--- src/rtl/div8_seq.sv ---
// rtl/div8_seq.sv - sequential 8-bit restoring divider driving one shared SCS stage

module scs8 (
  input  logic [7:0] p,
  input  logic [7:0] d,
  output logic       q_bit,
  output logic [7:0] rout
);
  logic [8:0] diff;

  // diff[8] is the subtractor borrow-out; no borrow means the divisor fits
  assign diff  = {1'b0, p} - {1'b0, d};
  assign q_bit = ~diff[8];
  assign rout  = q_bit ? diff[7:0] : p;
endmodule

module div8_seq #(
  parameter int STATE_BITS = 2,
  parameter int STEP_BITS  = 3
) (
  input  logic       drv_clk,
  input  logic       reset,
  input  logic       start,
  input  logic [7:0] dividend,
  input  logic [7:0] divisor,
  output logic       busy,
  output logic       done,
  output logic [7:0] quotient,
  output logic [7:0] remainder,
  output logic       dbz
);
  typedef enum logic [STATE_BITS-1:0] {IDLE, CALC, DONE} state_t;

  state_t               state, state_nx;
  logic [STEP_BITS-1:0] step;
  logic [7:0]           rem_r, quo_r, div_r;
  logic                 dbz_r;
  logic [7:0]           p, rout;
  logic                 q_bit;

  // next dividend bit enters the partial remainder from the top of quo_r
  assign p = {rem_r[6:0], quo_r[7]};

  scs8 u_scs (
    .p     (p),
    .d     (div_r),
    .q_bit (q_bit),
    .rout  (rout)
  );

  always_ff @(posedge drv_clk) begin
    if (reset) state <= IDLE;
    else       state <= state_nx;
  end

  always_comb begin
    state_nx = state;
    busy     = 1'b0;
    done     = 1'b0;
    case (state)
      IDLE: if (start) state_nx = (divisor == 8'd0) ? DONE : CALC;
      CALC: begin
        busy = 1'b1;
        if (&step) state_nx = DONE;
      end
      DONE: begin
        done     = 1'b1;
        state_nx = IDLE;
      end
      default: state_nx = IDLE;
    endcase
  end

  always_ff @(posedge drv_clk) begin
    if (reset) begin
      step  <= '0;
      rem_r <= 8'd0;
      quo_r <= 8'd0;
      div_r <= 8'd0;
      dbz_r <= 1'b0;
    end else begin
      case (state)
        IDLE: begin
          if (start) begin
            if (divisor != 8'd0) begin
              div_r <= divisor;
              quo_r <= dividend;
              rem_r <= 8'd0;
              step  <= '0;
            end else begin
              rem_r <= dividend;
              quo_r <= 8'hFF;
              dbz_r <= 1'b1;
            end
          end
        end
        CALC: begin
          rem_r <= rout;
          quo_r <= {quo_r[6:0], q_bit};
          step  <= step + 1'b1;
          if (&step) dbz_r <= 1'b0;
        end
        default: ;
      endcase
    end
  end

  assign quotient  = quo_r;
  assign remainder = rem_r;
  assign dbz       = dbz_r;
endmodule

--- config.mk ---
export PLATFORM = sky130hd
export DESIGN_NAME = div8_seq
export DESIGN_NICKNAME = d
export VERILOG_FILES = /design/src/rtl/div8_seq.sv
export SDC_FILE = /design/constraint.sdc
export NUM_CORES = 1
export LEC_CHECK = 0
export CAP_MARGIN = 10
export CORE_MARGIN = 4
export CORE_UTILIZATION = 54
export DETAILED_ROUTE_END_ITERATION = 10
export HOLD_SLACK_MARGIN = 0.02
export MAX_ROUTING_LAYER = met4
export PLACE_DENSITY = 0.81
export SYNTH_ARGS = -nofsm -noshare
export SYNTH_HDL_FRONTEND = slang
export SYNTH_SLANG_ARGS = --single-unit
--- constraint.sdc ---
create_clock -name drv_clk -period 3.2 [get_ports drv_clk]
set_input_delay 0.32 -clock drv_clk [delete_from_list [all_inputs] [get_ports drv_clk]]
set_output_delay 0.32 -clock drv_clk [all_outputs]
set_load 0.05 [all_outputs]
Yosys cells after proc, flatten, opt, wreduce, memory -nomap -nowiden
Cells that the tools add are included.
- add/subtract/negate cells: 2
- equality and inequality tests: 6
- muxes and demuxes: 20
- bitwise logic cells: 1
- reductions and logical operators: 10
- operator list (kind ; count):
    8-bit two-way mux ; 5
    8-bit one-hot mux with 2 select lines ; 2
    3-bit AND reduction ; 3
    8-bit by 8-bit subtractor with 9-bit output ; 1
    8-bit logical NOT ; 1
    2-bit inequality test, second input constant ; 4
    8-bit nonzero test ; 1
    2-bit two-way mux ; 3
    3-bit two-way mux ; 2
    3-bit one-hot mux with 2 select lines ; 1
    1-bit two-way mux ; 5
    2-bit one-hot mux with 2 select lines ; 1
    2-bit AND reduction ; 2
    4-bit AND reduction ; 1
    3-bit by 1-bit adder with 3-bit output, second input constant ; 1
    2-bit by 1-bit equality test with 1-bit output, second input constant ; 1
    2-bit equality test, second input constant ; 1
    2-bit logical NOT ; 1
    1-bit one-hot mux with 2 select lines ; 1
    2-bit nonzero test ; 1
    1-bit NOT ; 1
- register bits: 30
- bits of input ports: 19
- output and inout port bits: 19
- word-level logic and storage cells: 45

Longest topological paths before layout
- depth after elaboration: 4
- gate-level depth with buffers: 10
- gate-level depth less buffers: 9

By module
From an unflattened synthesis, not the netlist that was laid out.
- cell total of the unflattened synthesis: 226
- area total of the unflattened synthesis: 1935.6 µm²
- modules (own cells, without submodules) (module ; times used ; cells an instance ; area an instance (µm²) ; seq. area each (µm²)):
    div8_seq ; 1 ; 163 ; 1468.9 ; 600.6
    scs8 ; 1 ; 63 ; 466.7 ; 0.0

Worst setup path before layout
No wires, ideal clock.
- path kind: register -> register
- from: register quo_r[7] (netlist: quotient[7])
- to: register rem_r[2] (netlist: remainder[2])
- setup time: 91 ps
- arrival time: 2427 ps
- required time: 3109 ps
- path slack: 682 ps
- stages on the path, launching flop included: 10
- buffers on the path: 0
- clock period less this slack: 2518 ps
- path through: dfxtp_1 -> inv_1 -> ha_1 -> fa_1 -> nor2b_4 -> nor2_1 -> o21ai_2 -> a21oi_2 -> or4_1 -> a311oi_1
- longest elaborated chain between the ends: 3
- ends and longest elaborated chain (what ; line ; source):
    start, declared ; 36 ; logic [7:0] rem_r, quo_r, div_r;
    start signal, assigned ; 87 ; quo_r <= dividend;
    start signal, assigned ; 99 ; quo_r <= {quo_r[6:0], q_bit};
    8-bit by 8-bit subtractor with 9-bit output ; 12 ; assign diff = {1'b0, p} - {1'b0, d};
    8-bit two-way mux ; 14 ; assign rout = q_bit ? diff[7:0] : p;
    8-bit one-hot mux with 2 select lines ; 82 ; case (state)
    end signal, assigned ; 91 ; rem_r <= dividend;
    end signal, assigned ; 98 ; rem_r <= rout;
    end, declared ; 36 ;
No other way between the ends.
A chain may end at the register's enable or synchronous reset.

Final worst setup path
- from: register state[1]
- to: output port busy
- longest elaborated chain between the ends: 2
- ends and longest elaborated chain (what ; line ; source):
    start, declared ; 34 ; state_t state, state_nx;
    start signal, assigned ; 53 ; else state <= state_nx;
    2-bit by 1-bit equality test with 1-bit output ; 60 ; case (state)
    1-bit two-way mux ; 60 ;
    end, declared ; 26 ; output logic busy,
No other way between the ends.

==> results.json <==
{
  "synth_cells": 230,
  "syn_avg_cell_area_um2": 7.75,
  "clkSinkCount": 30,
  "grtUsageTotal_pct": 23.4,
  "post_cts_buffers": 0,
  "grt_setup_unrepaired": "false",
  "antenna_found_initial": 0,
  "die_y_um": 65.4,
  "diodes": 0,
  "clk_pin_slew_ns": 0.10,
  "drive_above_1_share_pct": 8.21,
  "setup_ws_ns": 0.691,
  "h-tree-depth": 2,
  "fin_crit_ns": 2.51,
  "synth_ff_type": "dfxtp_1",
  "die_area_mm2": 0.00428,
  "power_density_mw_per_mm2": 480,
  "startpoint_type": "register",
  "clock-skew-final_ns": 0.0101,
  "synth_warnings": 0,
  "yosysSeqAreaShare_pct": 33.7,
  "critPathKind": "register to primary output",
  "hold-worst-slack_ns": 0.462,
  "end_kind": "primary output",
  "firstDrtPassIters": 4,
  "cp_max_fo": 15,
  "ioPinCount": 38,
  "leakage_nw": 0.909,
  "yosys-top-cells-count": "nor2_1 (34), dfxtp_1 (30), nand2_1 (23)",
  "ant_nets": 0,
  "crit_arrival_ns": 2.19,
  "clkLatencyLatePin_ns": 0.34,
  "synth_area_mm2": 0.00178,
  "r2r_slack_ns": 0.81,
  "fin_setup_tns_ns": 0,
  "synth_top_area_cell": "dfxtp_1",
  "cts_resized": 0,
  "overflow": 0,
  "clk_path_buf_depth": 2,
  "via_per_inst": 5.56,
  "post-place-ws_ns": 0.842,
  "synthTopCellsByArea": "dfxtp_1 (34%), nor2_1 (7.2%), ha_1 (7.0%)",
  "clockRootBuffer": "clkbuf_4",
  "ys_async_sr_fraction_pct": 0,
  "grt_max_degree": 22,
  "hold_buffers": 0,
  "routedWlPerCell_um": 14.6,
  "hold_path_class": "register to register",
  "ys_types": 45,
  "grt_pass1_vias": 1593,
  "cts_tree": "done",
  "required_ns": 2.88,
  "drt-initial-drc-count": 145,
  "nets": 297,
  "maxSlewHeadroom_pct": 46.4,
  "synth_top_cell_area_share_pct": 33.7,
  "routed_wl_mm": 4.56,
  "fin_crit_sh_pct": 78.4,
  "setup_violations": 0,
  "max-vdd-ir-drop_uv": 337,
  "cts_made_buffers": 5,
  "hpwl_mm": 3.40,
  "synthesis.nets": 260,
  "synth_edf_count": 0,
  "drv_cap": 0,
  "synth-seq-cells": 30,
  "vias": 1734,
  "tightest_slew_ns": 0.802,
  "drcViolationCount": 0,
  "core_area_mm2": 0.00310,
  "max_freq_ghz": 0.399,
  "portBuffers": 37,
  "synth.most_common_cell": "nor2_1",
  "rows": 20,
  "hold_viol_final": 0,
  "grt_pass1_wl_mm": 7.37,
  "initial_core_util_pct": 57.4,
  "die_w_um": 65.4,
  "routabilityCongestion": 0.968,
  "status": "finished clean",
  "drv_slew": 0,
  "syn2layout_area_growth_pct": 26.3
}
==> final timing paths <==
path / startpoint / endpoint / cells after the start
worst min-delay path: div_r[4]$_SDFFE_PP0P_ / div_r[4]$_SDFFE_PP0P_ / 2
worst max register to register: quotient[7]$_SDFFE_PP0P_ / remainder[2]$_SDFFE_PP0P_ / 9
worst max-delay path: state[1]$_SDFFE_PP0P_ / busy / 4
worst min register to register: div_r[4]$_SDFFE_PP0P_ / div_r[4]$_SDFFE_PP0P_ / 2
==> registers in the layout (all words and copies together), names as in the netlist <==
| register | cells |
|---|---|
| div_r | 8 |
| quotient | 8 |
| remainder | 8 |
| step | 3 |
| state | 2 |
| dbz | 1 |
==> cells by family (layout without fill, tap and decap cells) <==
family	count (synthesis)	after routing	share of synthesized area, %
flops	30	30	33.7
xor+xnor	3	3	1.47
mux	3	3	1.69
simple gates	104	104	28.8
compound gates	55	55	20.4
fa+ha+maj	11	11	8.15
buf+inv	24	62	5.76
==> cell type report <==
class                      count  area [µm²]
multi-input combinational    176        1080
fill                         280         852
sequential                    30         601
timing repair buffer          42         408
tap                           44        55.1
clock buffer                   6        51.3
inverter                      12        45.0
clock inverter                 2        12.5
==> layer usage <==
| metal | GRT usage, % | up-vias | share of wire, % |
|---|---|---|---|
| li1 | - | 885 | - |
| met1 | 29.4 | 788 | 45 |
| met2 | 37.2 | 54 | 47 |
| met3 | 5.64 | 7 | 6.4 |
| met4 | 7.25 | 0 | 1.3 |
| met5 | - | - | 0 |
==> power by group <==
part / internal [mW] / switching (mW) / total, mW
clock network: 0.105 / 0.139 / 0.245
logic: 0.166 / 0.245 / 0.410
registers: 0.401 / 0.0239 / 0.425
==> cell usage in the layout (no fill, tap or decap), types with 2 or more instances in the layout <==
cell type and count:
a21o_1 2, a21oi_1 20, a21oi_2 2, a22oi_1 5, a311oi_1 3, a31oi_1 2
buf_4 5, clkbuf_4 5, clkdlybuf4s50_1 37, dfxtp_1 30, ha_1 10, inv_1 12
mux2i_1 3, nand2_1 23, nand2b_1 5, nand3_1 5, nand3b_1 3, nor2_1 34
nor2b_1 4, nor3_1 5, nor4_1 10, o211ai_1 2, o21a_1 3, o21ai_0 7
or2_2 3, or3_1 4, xor2_1 3
==> critical path, cell delays in order (launching register included) <==
cell and delay [ns]:
dfxtp_1 0.38, nand2b_1 0.16, buf_4 0.19, inv_1 0.26, clkdlybuf4s50_1 0.86
==> through the flow <==
step / util (%) / power [mW] / std cells / cell area, µm²
after floorplan: - / 0.727 / 230 / 1780
after global placement: 70.5 / 0.834 / 304 / 2190
after detailed placement: 70.5 / 0.839 / 304 / 2190
after CTS: 72.5 / 1.09 / 312 / 2250
after global routing: 72.5 / 1.14 / 312 / 2250
final: 72.5 / 1.08 / 312 / 2250
(Power assumes the default switching activity.)
==> variant, RTL diff (config.mk and constraints unchanged) <==
Add an input register stage for `divisor`, without a reset; this delays it by one clock. The other inputs are not delayed to match.
--- a/src/rtl/div8_seq.sv
+++ b/src/rtl/div8_seq.sv
@@ -33,2 +33,8 @@
 
+  logic [7:0] divisor_q;
+
+  always_ff @(posedge drv_clk) begin
+    divisor_q <= divisor;
+  end
+
   state_t               state, state_nx;
@@ -60,3 +66,3 @@
     case (state)
-      IDLE: if (start) state_nx = (divisor == 8'd0) ? DONE : CALC;
+      IDLE: if (start) state_nx = (divisor_q == 8'd0) ? DONE : CALC;
       CALC: begin
@@ -84,4 +90,4 @@
           if (start) begin
-            if (divisor != 8'd0) begin
-              div_r <= divisor;
+            if (divisor_q != 8'd0) begin
+              div_r <= divisor_q;
               quo_r <= dividend;
Behaviour: not the same (a bounded check fails within 4 cycles, from zero or initial values and one cycle with reset high).
==> variant against the unedited design <==
Hold slack worse by 63 ps. Final area is 7.6% higher. Sequential share of layout area increased by 4.7 points. Sequential cell count grew 8. Power increased by 24%. Highest routed layer unchanged. Setup slack improved by 25 ps. Largest power group unchanged. Area after synthesis is 7.7% higher. Global-route usage is 0.52 points lower. Routed wire length is 1.7% lower. Largest cell class unchanged.
==> variant: results <==
metrics = {
    "grt": {
        "grt_pass1_vias": 1634,
        "grt_pass1_wl_um": 7510,
        "antenna_found_initial": 0,
        "grt_max_degree": 19,
        "grt_use_total_pct": 22.9,
    },
    "timing": {
        "period_needed_ps": 2480,
        "max-slew-margin-rel_pct": 60.4,
        "clock-skew-final_ps": 10.6,
    },
    "routing": {
        "num_vias": 1686,
        "wl_um": 4480,
        "drtIter0Drc": 156,
    },
    "yosys": {
        "netlist_top_cells_area": "dfxtp_1, ha_1, a21oi_1, mux2i_1, nor2_1",
        "synth_cell_types": 54,
        "synth_common_cells": "dfxtp_1, nor2_1, a21oi_1",
        "yosysWarnings": 0,
        "syn_nets": 239,
        "synth-seq-area-share_pct": 39.6,
    },
    "clock_network": {
        "htree_num_levels": 2,
        "path_clk_slew_ps": 120,
        "cts-root-buf": "clkbuf_4",
    },
    "placement": {
        "pre_cts_slack_ps": 831,
        "post_dp_cell_area_um2": 2320,
        "place_hpwl_um": 3290,
        "routabilityCongestion": 0.861,
    },
    "final_layout": {
        "num-nets-final": 277,
        "drive_gt1_share_pct": 10.1,
        "fillers": 268,
    },
    "power": {
        "ir_drop_uv": 387,
        "internal-power_w": 0.000908,
        "p_leak_nw": 0.953,
    },
    "worst_setup_path": {
        "rrSetupSlack_ps": 790,
        "crit_fanout": 12,
        "arrival_ps": 2160,
        "slowest_delay_ps": 840,
    },
    "status": {
        "status": "complete, no violations",
    },
    "worst_hold_path": {
        "min_path_type": "in -> reg",
    },
}
variant: layout make-up:
type	instances	area [um^2]	area share, %
Timing Repair Buffer	40	393	16.2
Sequential cell	38	761	31.4
Multi-Input combinational cell	149	1060	43.6
Tap cell	46	57.6	2.38
Clock inverter	3	68.8	2.84
Inverter	13	48.8	2.01
Clock buffer	5	37.5	1.55
variant: per-layer routing:
layer | share of wire (%) | vias up | global-route usage (%)
li1 | - | 836 | -
met1 | 45 | 798 | 27.8
met4 | 1.2 | 0 | 9.37
met2 | 49 | 47 | 36.1
met3 | 4.9 | 5 | 5.66
met5 | 0 | - | -
variant: final timing paths:
path / startpoint / end / cells after the start
min: divisor[6] / divisor_q[6]$_DFF_P_ / 1
max reg2reg: quotient[7]$_SDFFE_PP0P_ / remainder[3]$_SDFFE_PP0P_ / 8
max: state[0]$_SDFFE_PP0P_ / busy / 3
min reg2reg: quotient[5]$_SDFFE_PP0P_ / quotient[5]$_SDFFE_PP0P_ / 2
variant: cells by family (layout without fill, tap and decap cells):
logic type               Yosys count  after routing  synth area share, %
AO/OA/AOI/OAI                     63             63                 23.9
buffers and inverters             22             61                 5.67
multiplexers                       9              9                 4.69
adder cells (fa/ha/maj)           11             11                 7.56
AND/OR/NAND/NOR                   63             63                 17.2
XOR/XNOR                           3              3                 1.37
flip-flops                        38             38                 39.6
variant: power groups by stage:
stage / clock network [W] / registers, W / logic, W
floorplan: 0 / 0.000607 / 0.000215
global placement: 0 / 0.000546 / 0.000377
detailed placement: 0 / 0.000547 / 0.000383
CTS: 0.000420 / 0.000536 / 0.000385
global route: 0.000445 / 0.000541 / 0.000419
finish: 0.000414 / 0.000536 / 0.000385
variant: through the flow:
stage	instances	hold WS [ps]
finish	294	399
floorplan	209	348
global placement	286	461
global route	294	359
CTS	294	384
detailed placement	286	461
